**config.mk**
```make
export PLATFORM = sky130hd
export DESIGN_NAME = uart_byte_fifo_flat
export DESIGN_NICKNAME = d
export VERILOG_FILES = /design/src/rtl/uart_byte_fifo_if.sv /design/src/rtl/uart_byte_fifo.sv /design/src/flat_wrapper.sv
export SDC_FILE = /design/constraint.sdc
export NUM_CORES = 1
export LEC_CHECK = 0
export CORE_UTILIZATION = 40
export CTS_BUF_LIST = sky130_fd_sc_hd__clkbuf_4 sky130_fd_sc_hd__clkbuf_8
export DETAILED_ROUTE_END_ITERATION = 8
export PLACE_DENSITY_LB_ADDON = 0.12
export SYNTH_ARGS = -nofsm -noshare
export SYNTH_HDL_FRONTEND = slang
export SYNTH_SLANG_ARGS = --single-unit
```
**constraint.sdc**
```tcl
create_clock -name clk -period 7.5 [get_ports clk]
set_input_delay 1.875 -clock clk [delete_from_list [all_inputs] [get_ports clk]]
set_output_delay 1.875 -clock clk [all_outputs]
set_load 0.02 [all_outputs]
```
**src/rtl/uart_byte_fifo_if.sv**
```systemverilog
// uart_byte_fifo_if: byte strobe, transmitter handshake and status bundle for
// the echo-path FIFO. The "master" side is the surrounding UART logic (receiver
// strobe, transmitter done pulse, overflow clear). The "slave" side is the FIFO.
interface uart_byte_fifo_if #(
    parameter int DEPTH_LOG2 = 4
);
    logic [7:0]          rx_byte;
    logic                rx_valid;
    logic [7:0]          tx_byte;
    logic                tx_start;
    logic                tx_done;
    logic [DEPTH_LOG2:0] level;
    logic                empty;
    logic                full;
    logic                overflow;
    logic                overflow_clr;

    modport master (
        output rx_byte,
        output rx_valid,
        output tx_done,
        output overflow_clr,
        input  tx_byte,
        input  tx_start,
        input  level,
        input  empty,
        input  full,
        input  overflow
    );

    modport slave (
        input  rx_byte,
        input  rx_valid,
        input  tx_done,
        input  overflow_clr,
        output tx_byte,
        output tx_start,
        output level,
        output empty,
        output full,
        output overflow
    );
endinterface

```
**src/rtl/uart_byte_fifo.sv**
```systemverilog
// uart_byte_fifo: circular byte FIFO between the UART receiver and transmitter
// in the echo path. Received bytes are written on a single-cycle strobe; a
// three-state reader pops one byte at a time into tx_byte, raises tx_start for
// one cycle and waits for tx_done before popping the next byte.
//
// Optional build macro UART_FIFO_DROP_OLDEST_EN: when defined, a write into a
// full FIFO with no same-cycle pop overwrites the oldest stored byte instead of
// dropping the new one (overflow is still flagged). The byte already handed to
// the transmitter is never touched.
module uart_byte_fifo #(
    parameter int DEPTH_LOG2 = 4
) (
    input  logic             clk,
    input  logic             reset,
    uart_byte_fifo_if.slave  bus
);
    localparam int                  DEPTH      = 1 << DEPTH_LOG2;
    localparam logic [DEPTH_LOG2:0] LEVEL_FULL = (DEPTH_LOG2 + 1)'(DEPTH);

    typedef enum logic [1:0] {
        S_IDLE  = 2'd0,
        S_START = 2'd1,
        S_WAIT  = 2'd2
    } state_t;

    // Storage and bookkeeping
    logic [7:0]            r_mem [DEPTH];
    logic [DEPTH_LOG2-1:0] r_wr_ptr;
    logic [DEPTH_LOG2-1:0] r_rd_ptr;
    logic [DEPTH_LOG2:0]   r_level;
    logic                  r_overflow;

    // Reader / transmitter side
    state_t                r_state;
    logic [7:0]            r_tx_byte;
    logic                  r_tx_start;

    // Per-cycle decisions
    logic w_pop;      // reader takes the oldest byte this cycle
    logic w_space;    // room for a write, counting a same-cycle pop
    logic w_wr;       // normal accepted write (level may grow)
    logic w_drop;     // write arrives while full and nothing leaves
    logic w_mem_we;   // storage is written this cycle
    logic w_rd_adv;   // read pointer advances this cycle

    // The reader only pops from IDLE; full/empty come from level, not pointers.
    assign w_pop   = (r_state == S_IDLE) && (r_level != '0);
    assign w_space = (r_level != LEVEL_FULL) || w_pop;
    assign w_wr    = bus.rx_valid && w_space;
    assign w_drop  = bus.rx_valid && !w_space;

`ifdef UART_FIFO_DROP_OLDEST_EN
    // Overwrite-oldest: the write still lands, and the oldest byte is
    // discarded by stepping the read pointer past it. A drop can only happen
    // outside IDLE (IDLE with data always pops), so the two rd_ptr sources
    // never coincide.
    assign w_mem_we = w_wr || w_drop;
    assign w_rd_adv = w_pop || w_drop;
`else
    // Drop-newest: a write into a full FIFO leaves storage untouched.
    assign w_mem_we = w_wr;
    assign w_rd_adv = w_pop;
`endif

    // Storage write port; contents need no reset.
    always_ff @(posedge clk) begin
        if (w_mem_we) begin
            r_mem[r_wr_ptr] <= bus.rx_byte;
        end
    end

    // Write and read pointers wrap naturally at DEPTH.
    always_ff @(posedge clk or posedge reset) begin
        if (reset) begin
            r_wr_ptr <= '0;
            r_rd_ptr <= '0;
        end else begin
            if (w_mem_we) begin
                r_wr_ptr <= r_wr_ptr + 1'b1;
            end
            if (w_rd_adv) begin
                r_rd_ptr <= r_rd_ptr + 1'b1;
            end
        end
    end

    // Occupancy: grows on an accepted write, shrinks on a pop, unchanged when
    // both happen or when a full-FIFO write is dropped/overwrites.
    always_ff @(posedge clk or posedge reset) begin
        if (reset) begin
            r_level <= '0;
        end else if (w_wr && !w_pop) begin
            r_level <= r_level + 1'b1;
        end else if (w_pop && !w_wr) begin
            r_level <= r_level - 1'b1;
        end
    end

    // Sticky overflow; a new loss in the same cycle beats the clear.
    always_ff @(posedge clk or posedge reset) begin
        if (reset) begin
            r_overflow <= 1'b0;
        end else if (w_drop) begin
            r_overflow <= 1'b1;
        end else if (bus.overflow_clr) begin
            r_overflow <= 1'b0;
        end
    end

    // Reader FSM: pop into tx_byte, pulse tx_start once, wait for tx_done.
    always_ff @(posedge clk or posedge reset) begin
        if (reset) begin
            r_state    <= S_IDLE;
            r_tx_byte  <= 8'h00;
            r_tx_start <= 1'b0;
        end else begin
            case (r_state)
                S_IDLE: begin
                    r_tx_start <= 1'b0;
                    if (w_pop) begin
                        r_tx_byte  <= r_mem[r_rd_ptr];
                        r_tx_start <= 1'b1;
                        r_state    <= S_START;
                    end
                end
                S_START: begin
                    r_tx_start <= 1'b0;
                    r_state    <= S_WAIT;
                end
                S_WAIT: begin
                    r_tx_start <= 1'b0;
                    if (bus.tx_done) begin
                        r_state <= S_IDLE;
                    end
                end
                default: begin
                    r_tx_start <= 1'b0;
                    r_state    <= S_IDLE;
                end
            endcase
        end
    end

    assign bus.tx_byte  = r_tx_byte;
    assign bus.tx_start = r_tx_start;
    assign bus.level    = r_level;
    assign bus.empty    = (r_level == '0);
    assign bus.full     = (r_level == LEVEL_FULL);
    assign bus.overflow = r_overflow;

endmodule

```
**src/flat_wrapper.sv**
```systemverilog
// flat-port wrapper written by rule: the top's interface ports become plain ports
module uart_byte_fifo_flat 
#(
    parameter int DEPTH_LOG2 = 4
)
  (clk, reset, bus_rx_byte, bus_rx_valid, bus_tx_done, bus_overflow_clr, bus_tx_byte, bus_tx_start, bus_level, bus_empty, bus_full, bus_overflow);
  uart_byte_fifo_if #(.DEPTH_LOG2(DEPTH_LOG2)) bus_i ();
  input  logic clk;
  input  logic reset;
  input wire logic [$bits(bus_i.rx_byte)-1:0] bus_rx_byte;
  input wire logic [$bits(bus_i.rx_valid)-1:0] bus_rx_valid;
  input wire logic [$bits(bus_i.tx_done)-1:0] bus_tx_done;
  input wire logic [$bits(bus_i.overflow_clr)-1:0] bus_overflow_clr;
  output wire logic [$bits(bus_i.tx_byte)-1:0] bus_tx_byte;
  output wire logic [$bits(bus_i.tx_start)-1:0] bus_tx_start;
  output wire logic [$bits(bus_i.level)-1:0] bus_level;
  output wire logic [$bits(bus_i.empty)-1:0] bus_empty;
  output wire logic [$bits(bus_i.full)-1:0] bus_full;
  output wire logic [$bits(bus_i.overflow)-1:0] bus_overflow;
  assign bus_i.rx_byte = bus_rx_byte;
  assign bus_i.rx_valid = bus_rx_valid;
  assign bus_i.tx_done = bus_tx_done;
  assign bus_i.overflow_clr = bus_overflow_clr;
  assign bus_tx_byte = bus_i.tx_byte;
  assign bus_tx_start = bus_i.tx_start;
  assign bus_level = bus_i.level;
  assign bus_empty = bus_i.empty;
  assign bus_full = bus_i.full;
  assign bus_overflow = bus_i.overflow;
  uart_byte_fifo #(.DEPTH_LOG2(DEPTH_LOG2)) u_core (.clk(clk), .reset(reset), .bus(bus_i));
endmodule
```
==> flow_metrics.tcl <==
set metrics [dict create \
    setup_viol 0 \
    cts.htree.levels 4 \
    slew_viol_final 0 \
    ys_types 35 \
    comb_power_share_pct 33.6 \
    drc 0 \
    synthesis.nets 348 \
    final_area_um2 7060 \
    worstHoldPathType "reg -> reg" \
    numCtsBuffers 17 \
    fillers 1295 \
    track_usage_pct 16.8 \
    syn-cell-area_um2 6210 \
    dp_hpwl_um 7590 \
    p_clk_share_pct 23.5 \
    async_flop_share_pct 16.3 \
    avgSynthCellArea_um2 19.1 \
    finalCritPeriodShare_pct 54.7 \
    drtIter0Drc 118 \
    final-hold-violation-count 0 \
    setup_tns_ns 0 \
    io_pins 30 \
    drt-vias-per-instance 5.26 \
    post_cts_buffers 0 \
    ys_ff_latch 153 \
    diodes 0 \
    p_int_w 0.00186 \
    grt_pass1_wl_um 18800 \
    fin_nets 382 \
    final_layout_size_suffix_gt1_share_pct 19.1 \
    gp_routability_congestion 0.690 \
    io_buffer_count 29 \
    netlist_instances 325 \
    synth_seq_area_share_pct 72.0 \
    final_common_cell "edfxtp_1" \
    synth.area.top_cells "edfxtp_1 62%, mux4_2 11%, dfrtp_1 10%, ha_1 1.8%, mux2i_1 1.6%" \
    tightest_slew_ns 1.03 \
    cts_sinks 153 \
    ys_warn_count 0 \
    synth.top_cell.area_share_pct 61.9 \
    cts.reportedPaths.clkPinSlew_ns 0.08 \
    cts.repair.resized 0 \
    fin_skew_ns 0.00698 \
    cp_max_fo 4 \
    chipWidth_um 127 \
    drt-total-wl_um 12100 \
    drt_first_pass_iters 4 \
    fin_hold_ws_ns 0.479 \
    max-slew-margin-rel_pct 31.3 \
    areaGrowthSynthToFinish_pct 13.8 \
    cts_hold_buf 0 \
    p_per_area_nw_per_um2 389 \
    ant_nets 0 \
    p_sw_share_pct 32.4 \
    grt_max_degree 35 \
    final_cell_mix "128 x edfxtp_1, 29 x mux4_2, 29 x clkdlybuf4s50_1, 24 x dfrtp_1, 18 x clkbuf_8" \
    grt_pass1_vias 3105 \
    p_leak_nw 2.40 \
    ys.flop_type "edfxtp_1" \
    design.core.area_um2 15100 \
    end_kind "primary output" \
    clockRootBuffer "clkbuf_8" \
    die-area_um2 16000 \
    num_rows 45 \
    ir_drop_v 0.000139 \
    cts_tree "yes" \
    rsz0062_at_grt "no" \
    synth-edff-count 128 \
    crit_required_ns 5.62 \
    yosys.area.top_type "edfxtp_1" \
    grt-ovfl-total 0 \
    insertion_delay_ns 0.44 \
    power_frac_seq_pct 42.8 \
    start_util_pct 41.0 \
    run_status "completed" \
    placed_area_um2 6640 \
    path_class "reg -> out" \
    finalPower_w 0.00274 \
    antenna_found_initial 0 \
    critPathArrivalTime_ns 2.23 \
    period_minus_slack_ns 4.10 \
    clock_path_buffers 2 \
    die-height_um 127 \
    max_freq_mhz 244 \
    critPathLaunchType "flip-flop" \
    vias 2943 \
    switchingPower_w 0.000888 \
    max-cap-violations 0 \
    avgRoutedWirePerCell_um 21.6 \
]
-- worst max-delay path, cell delays in order (launching register included) --
cell             delay (ns)
dfrtp_1                0.42
or4_4                  0.58
nor2_1                 0.16
clkdlybuf4s50_1        0.63
-- Yosys cell counts (all sizes together) (3+ instances only) --
cell,number
and2,12
nand2,8
inv,12
buf,14
mux4,32
xnor2,9
dfrtp,25
o21ai,5
mux2i,10
a211o,8
ha,9
nor2,9
nor2b,8
clkbuf,3
edfxtp,128
a21oi,10
a22o,8
-- power by group through the flow --
| stage | Combinational (W) | Sequential, W | Clock [W] |
|---|---|---|---|
| 4_1_cts | 0.000950 | 0.00118 | 0.000666 |
| 6_report | 0.000923 | 0.00118 | 0.000645 |
| 2_1_floorplan | 0.000677 | 0.00119 | 0 |
| 3_5_place_dp | 0.000948 | 0.00120 | 0 |
| 3_3_place_gp | 0.000941 | 0.00119 | 0 |
| 5_1_grt | 0.00101 | 0.00120 | 0.000697 |
-- kinds of logic after synthesis --
group / Yosys count / synth area share (%)
buffers and inverters: 29 / 2.64
xor gates and xnor gates: 10 / 1.41
AOI/OAI and AO/OA: 34 / 3.85
and+or+nand+nor: 46 / 4.35
muxes: 43 / 13.6
DFF: 153 / 72.0
adders and majority gates: 10 / 2.14
-- per-stage QoR --
| stage | setup slack (ns) | util [%] | cells |
|---|---|---|---|
| after global routing | 3.27 | 46.6 | 560 |
| after floorplan | 3.97 | - | 325 |
| final | 3.40 | 46.6 | 560 |
| after CTS | 3.36 | 46.6 | 560 |
| after detailed placement | 3.16 | 43.8 | 528 |
| after global placement | 3.23 | 43.8 | 528 |
-- metal layers --
metal  vias up  track usage, %  wire (um)
li1       1339               -          -
met1      1534            21.4       5370
met2        63            28.1       6180
met3         7            4.60        477
met4         0            5.32         95
met5         -               0          0
-- flip-flops by register name, indices dropped and copies added, names as in the netlist --
| register | cells |
|---|---|
| u_core.bus.overflow | 1 |
| u_core.r_mem | 128 |
| u_core.bus.tx_byte | 8 |
| u_core.r_state | 2 |
| u_core.bus.tx_start | 1 |
| u_core.bus.level | 5 |
| u_core.r_rd_ptr | 4 |
| u_core.r_wr_ptr | 4 |
-- layout make-up --
| cell class | instances | area (um2) | area share (%) |
|---|---|---|---|
| Timing Repair Buffer | 32 | 313 | 4.43 |
| Clock buffer | 18 | 248 | 3.51 |
| Tap cell | 188 | 235 | 3.33 |
| Inverter | 12 | 45.0 | 0.638 |
| Clock inverter | 14 | 173 | 2.45 |
| Sequential cell | 153 | 4470 | 63.3 |
| Multi-Input combinational cell | 143 | 1580 | 22.3 |
-- path summary, 6_finish.rpt --
kind | startpoint | end | slack (ns) | cells after the start
min in group asynchronous | reset | u_core.bus.overflow | 1.98 | 2
worst max-delay path | u_core.bus.level[2] | bus_full | 3.40 | 3
worst min-delay path | u_core.r_state[0] | u_core.r_state[1] | 0.48 | 1
worst max register to register | u_core.bus.level[2] | u_core.bus.level[4] | 4.10 | 9
max in group asynchronous | reset | u_core.r_rd_ptr[0] | 4.82 | 2
worst min register to register | u_core.r_state[0] | u_core.r_state[1] | 0.48 | 1
(Power assumes the default switching activity.)
==> patch 1: new RTL, same settings <==
The 3 states of `state_t` get a one-hot encoding in 3 bits.
--- a/src/rtl/uart_byte_fifo.sv
+++ b/src/rtl/uart_byte_fifo.sv
@@ -17,10 +17,10 @@
     localparam int                  DEPTH      = 1 << DEPTH_LOG2;
     localparam logic [DEPTH_LOG2:0] LEVEL_FULL = (DEPTH_LOG2 + 1)'(DEPTH);
 
-    typedef enum logic [1:0] {
-        S_IDLE  = 2'd0,
-        S_START = 2'd1,
-        S_WAIT  = 2'd2
+    typedef enum logic [2:0] {
+        S_IDLE  = 3'b001,
+        S_START = 3'b010,
+        S_WAIT  = 3'b100
     } state_t;
 
     // Storage and bookkeeping
Formal check against the unedited RTL: no difference found for any inputs over 10 cycles, from zero or initial values and one cycle with reset high; not proved beyond that.
==> patch 1 against the unedited design <==
Final area is 1.1% higher. Total power is 0.15% lower. Maximum frequency is 2.8% lower. Non-clock buffer count is 1 higher. Area after synthesis is 0.87% higher. Setup slack worse by 0.12 ns. Sequential share of layout area is 0.34 points lower. Global-route usage is 0.50 points lower. Wire length is 1.3% lower. Die area is 0.85% higher. Combinational power is 3.9% higher. Sequential cell count is 1 higher. Critical path type unchanged. Highest routed layer unchanged.
==> patch 1: results (changes against the unedited design) <==
[sta]
hold_ws_ns=0.5009  ; +0.02208 ns
max_slew.worst_pin.slew_ns=1.076  ; +0.04596 ns
skew_ns=0.01376  ; +0.006789 ns
finalCritPeriodShare=0.5624  ; +0.01568

[worst_setup_path]
cp_max_fo=6  ; +2
cp_slowest_stage_delay_ns=0.61  ; -0.02 ns
cp.arrival_ns=2.34  ; +0.11 ns
rrSetupSlack_ns=4.55  ; +0.45 ns
slowest_stage=nor4_1

[final_layout]
insertedDiodeCount=0  ; unchanged
largest_reg_flops=128  ; unchanged
layout.cells.non_filler=589  ; +5.2%
drive_above_1_share=0.1667  ; -0.02419
stdcell_area_um2=7141  ; +1.1%
fin_nets=388  ; +1.6%

[logic_synthesis]
synthTopCellsByCount=edfxtp_1 (128), dfrtp_1 (25), mux4_2 (24)
syn-mean-instance-area_um2=19.03  ; -0.36%
syn_nets=352  ; +1.1%
ys_async_sr_fraction=0.1688  ; +0.005432
synthTopCellsByArea=edfxtp_1 (61%), dfrtp_1 (10%), mux4_2 (8.6%), mux4_1 (3.4%), ha_1 (1.8%)
seq_area_frac_synth=0.7182  ; -0.001992
ys_types=38  ; +8.6%

[routing]
num_vias=2962  ; +0.65%
first_iter_violations=221  ; +87%
wl_met2_mm=5.821  ; -5.8%
met3WireLength_um=378  ; -21%
dr.max_layer_used=met4
wire_per_inst_um=20.31  ; -6.2%
drt-met1-wl_mm=5.715  ; +6.5%

[global_routing]
global_route.usage.total=0.1631  ; -0.005043
met1_usage=0.2250  ; +0.01110
grt_pass1_wl_mm=18.51  ; -1.7%
gr-usage-met2=0.2544  ; -0.02675
grt_pass1_vias=3016  ; -2.9%
antenna_found_initial=0  ; unchanged
grt_max_degree=36  ; +2.9%
groute.layer.met3.usage=0.04523  ; -0.0007460

[placed_design]
dpl_worst_slack_ns=3.189  ; +0.02599 ns
hpwl_mm=7.427  ; -2.2%
gp_congestion=0.6949  ; +0.67%
place_area_um2=6739  ; +1.5%
dp.cells=557  ; +5.5%
port_buffers=29  ; unchanged

[run_status]
status=complete, no violations

[job]
maxCapViolCount=0  ; unchanged

[cts]
insertion_delay_ns=0.43
post-cts-setup-buffers=0  ; unchanged
cts-resized-gates=0  ; unchanged
htreeDepth=4  ; unchanged

[power]
ir_drop_uv=155.3  ; +12%
p_leak_nw=2.475  ; +3.1%

[patch 1: cell types whose count changed after synthesis, moves of 2 or more]
cell     unedited run  this run
mux4_2             29        24
nor3b_1             0         3
buf_1               1         3
mux4_1              3         8
[patch 1: area by class of cell]
class                           count  area (um^2)
Clock inverter                      8        96.34
Sequential cell                   154         4497
Inverter                           13        48.80
Fill cell                        1275         8118
Timing Repair Buffer               33        320.3
Tap cell                          211        264.0
Multi-Input combinational cell    146         1609
Clock buffer                       24        305.3
[patch 1: worst paths after layout]
kind / from / to / cells past startpoint
setup / recovery: u_core.bus.level[0] / bus_full / 3
hold / removal: u_core.bus.overflow / u_core.bus.overflow / 1
setup reg to reg: u_core.bus.level[0] / u_core.bus.level[4] / 10
hold reg to reg: u_core.bus.overflow / u_core.bus.overflow / 1
max in group asynchronous: reset / u_core.r_rd_ptr[0] / 2
min in group asynchronous: reset / u_core.bus.tx_start / 2
[patch 1: critical path, delay by kind of cell (launching register included)]
family	cells	cell delay [ns]
buffers and inverters	1	0.61
DFF	1	0.47
and+or+nand+nor	2	0.84
[patch 1: kinds of logic (layout without fill, tap and decap cells)]
group	count (synthesis)	after routing	share of synthesized area
AOI/OAI and AO/OA	35	35	0.04177
xor gates and xnor gates	10	10	0.01399
adders and majority gates	10	10	0.02119
buffers and inverters	29	78	0.02479
DFF	154	154	0.7182
muxes	42	42	0.1361
and+or+nand+nor	49	49	0.04398
[patch 1: report_power, final]
group	switching (mW)	internal, mW	leakage (nW)
combinational	0.504	0.455	0.791
clock	0.282	0.336	0.212
sequential	0.0884	1.07	1.47
total	0.874	1.86	2.47
==> patch 2: new RTL, config.mk and constraints unchanged <==
Made on the original files. Build with the macro `UART_FIFO_DROP_OLDEST_EN` defined.
--- a/src/rtl/uart_byte_fifo.sv
+++ b/src/rtl/uart_byte_fifo.sv
@@ -7,6 +7,8 @@
 // full FIFO with no same-cycle pop overwrites the oldest stored byte instead of
 // dropping the new one (overflow is still flagged). The byte already handed to
 // the transmitter is never touched.
+`define UART_FIFO_DROP_OLDEST_EN
+
 module uart_byte_fifo #(
     parameter int DEPTH_LOG2 = 4
 ) (
Formal check against the unedited RTL: no difference found for any inputs over 10 cycles, from zero or initial values and one cycle with reset high; that may be too few to reach the edited logic, so the function may still have changed.
==> patch 2 against the unedited design <==
Total power down 2.0%. Final area decreased by 0.90%. Sequential share of layout area is 0.58 points higher. Setup slack lost 0.10 ns. Area after synthesis shrank 0.83%. Sequential cell count stayed put. Critical endpoint unchanged. Wire length is 1.4% lower. Critical path type unchanged. Count of clock-buffer cells in the layout increased by 1.
==> patch 2: results (changes against the unedited design) <==
[final_layout]
fin_nets=379  ; -0.79%
clock_area_frac=0.05061  ; -0.008935
multi_input_area_share=0.2253  ; +0.002036
fillerInstances=1232  ; -4.9%
seqAreaFraction=0.6389  ; +0.005775
buffer_area_frac=0.04793  ; +0.003623
drive_above_1_share=0.2364  ; +0.04555
multi_input_cells=141  ; -1.4%
buffers=35  ; +9.4%

[routing]
drt-total-wl_mm=11.95  ; -1.4%
drtPass1Iterations=6  ; +2
num_vias=2911  ; -1.1%
first_iter_violations=249  ; +110%

[logic_synthesis]
seq_area_frac_synth=0.7262  ; +0.006003
syn_inst=318  ; -2.2%
syn_nets=341  ; -2.0%
synthTopCellsByArea=edfxtp_1 (62%), mux4_2 (12%), dfrtp_1 (10%), mux2i_1 (2.9%), o221ai_2 (2.0%)
ys_types=36  ; +2.9%
synthTopCellsByCount=edfxtp_1 (128), mux4_2 (32), dfrtp_1 (25)

[power]
pg_clk_mw=0.564  ; -13%
ir_drop_uv=207.8  ; +50%
swShare=0.3387  ; +0.01516
seq_power_share=0.427  ; about the same
p_int_mw=1.777  ; -4.2%
p_leak_nw=2.376  ; -1.0%

[placed_design]
hpwl_mm=7.450  ; -1.9%
place_area_um2=6638  ; about the same
dpl_worst_slack_ns=3.079  ; -0.08496 ns
gp_congestion=0.6850  ; -0.77%
dp.cells=521  ; -1.3%

[global_routing]
grt_pass1_wl_mm=18.68  ; -0.73%
grt_pass1_vias=3000  ; -3.4%
grt_max_degree=36  ; +2.9%

[run_status]
status=complete, no violations

[sta]
skew_ns=0.01154  ; +0.004565 ns
max_slew.worst_pin.slew_ns=1.329  ; +0.2993 ns

[worst_setup_path]
cp_max_fo=6  ; +2
cp.arrival_ns=2.33  ; +0.10 ns

[min_path]
hp-class=flip-flop to flip-flop

-- patch 2: final timing paths --
path	startpoint	to	slack (ns)	cells after the start
max	u_core.bus.level[0]	bus_full	3.30	3
min	u_core.bus.overflow	u_core.bus.overflow	0.50	1
max reg2reg	u_core.bus.level[0]	u_core.bus.level[4]	4.24	9
min reg2reg	u_core.bus.overflow	u_core.bus.overflow	0.50	1
max in group asynchronous	reset	u_core.r_rd_ptr[1]	5.40	3
min in group asynchronous	reset	u_core.r_wr_ptr[1]	1.80	3
-- patch 2: metal layers --
metal	vias up	global-route usage	wire (um)
met4	0	0.04536	53
met2	55	0.2525	5740
met1	1521	0.2369	5678
met5	-	0	0
li1	1331	-	-
met3	4	0.04503	476
-- patch 2: cell families after synthesis --
family	synth area share
mux	0.1506
compound gates	0.03131
buf+inv	0.01850
fa+ha+maj	0.02155
xor+xnor	0.01423
flops	0.7262
simple gates	0.03761
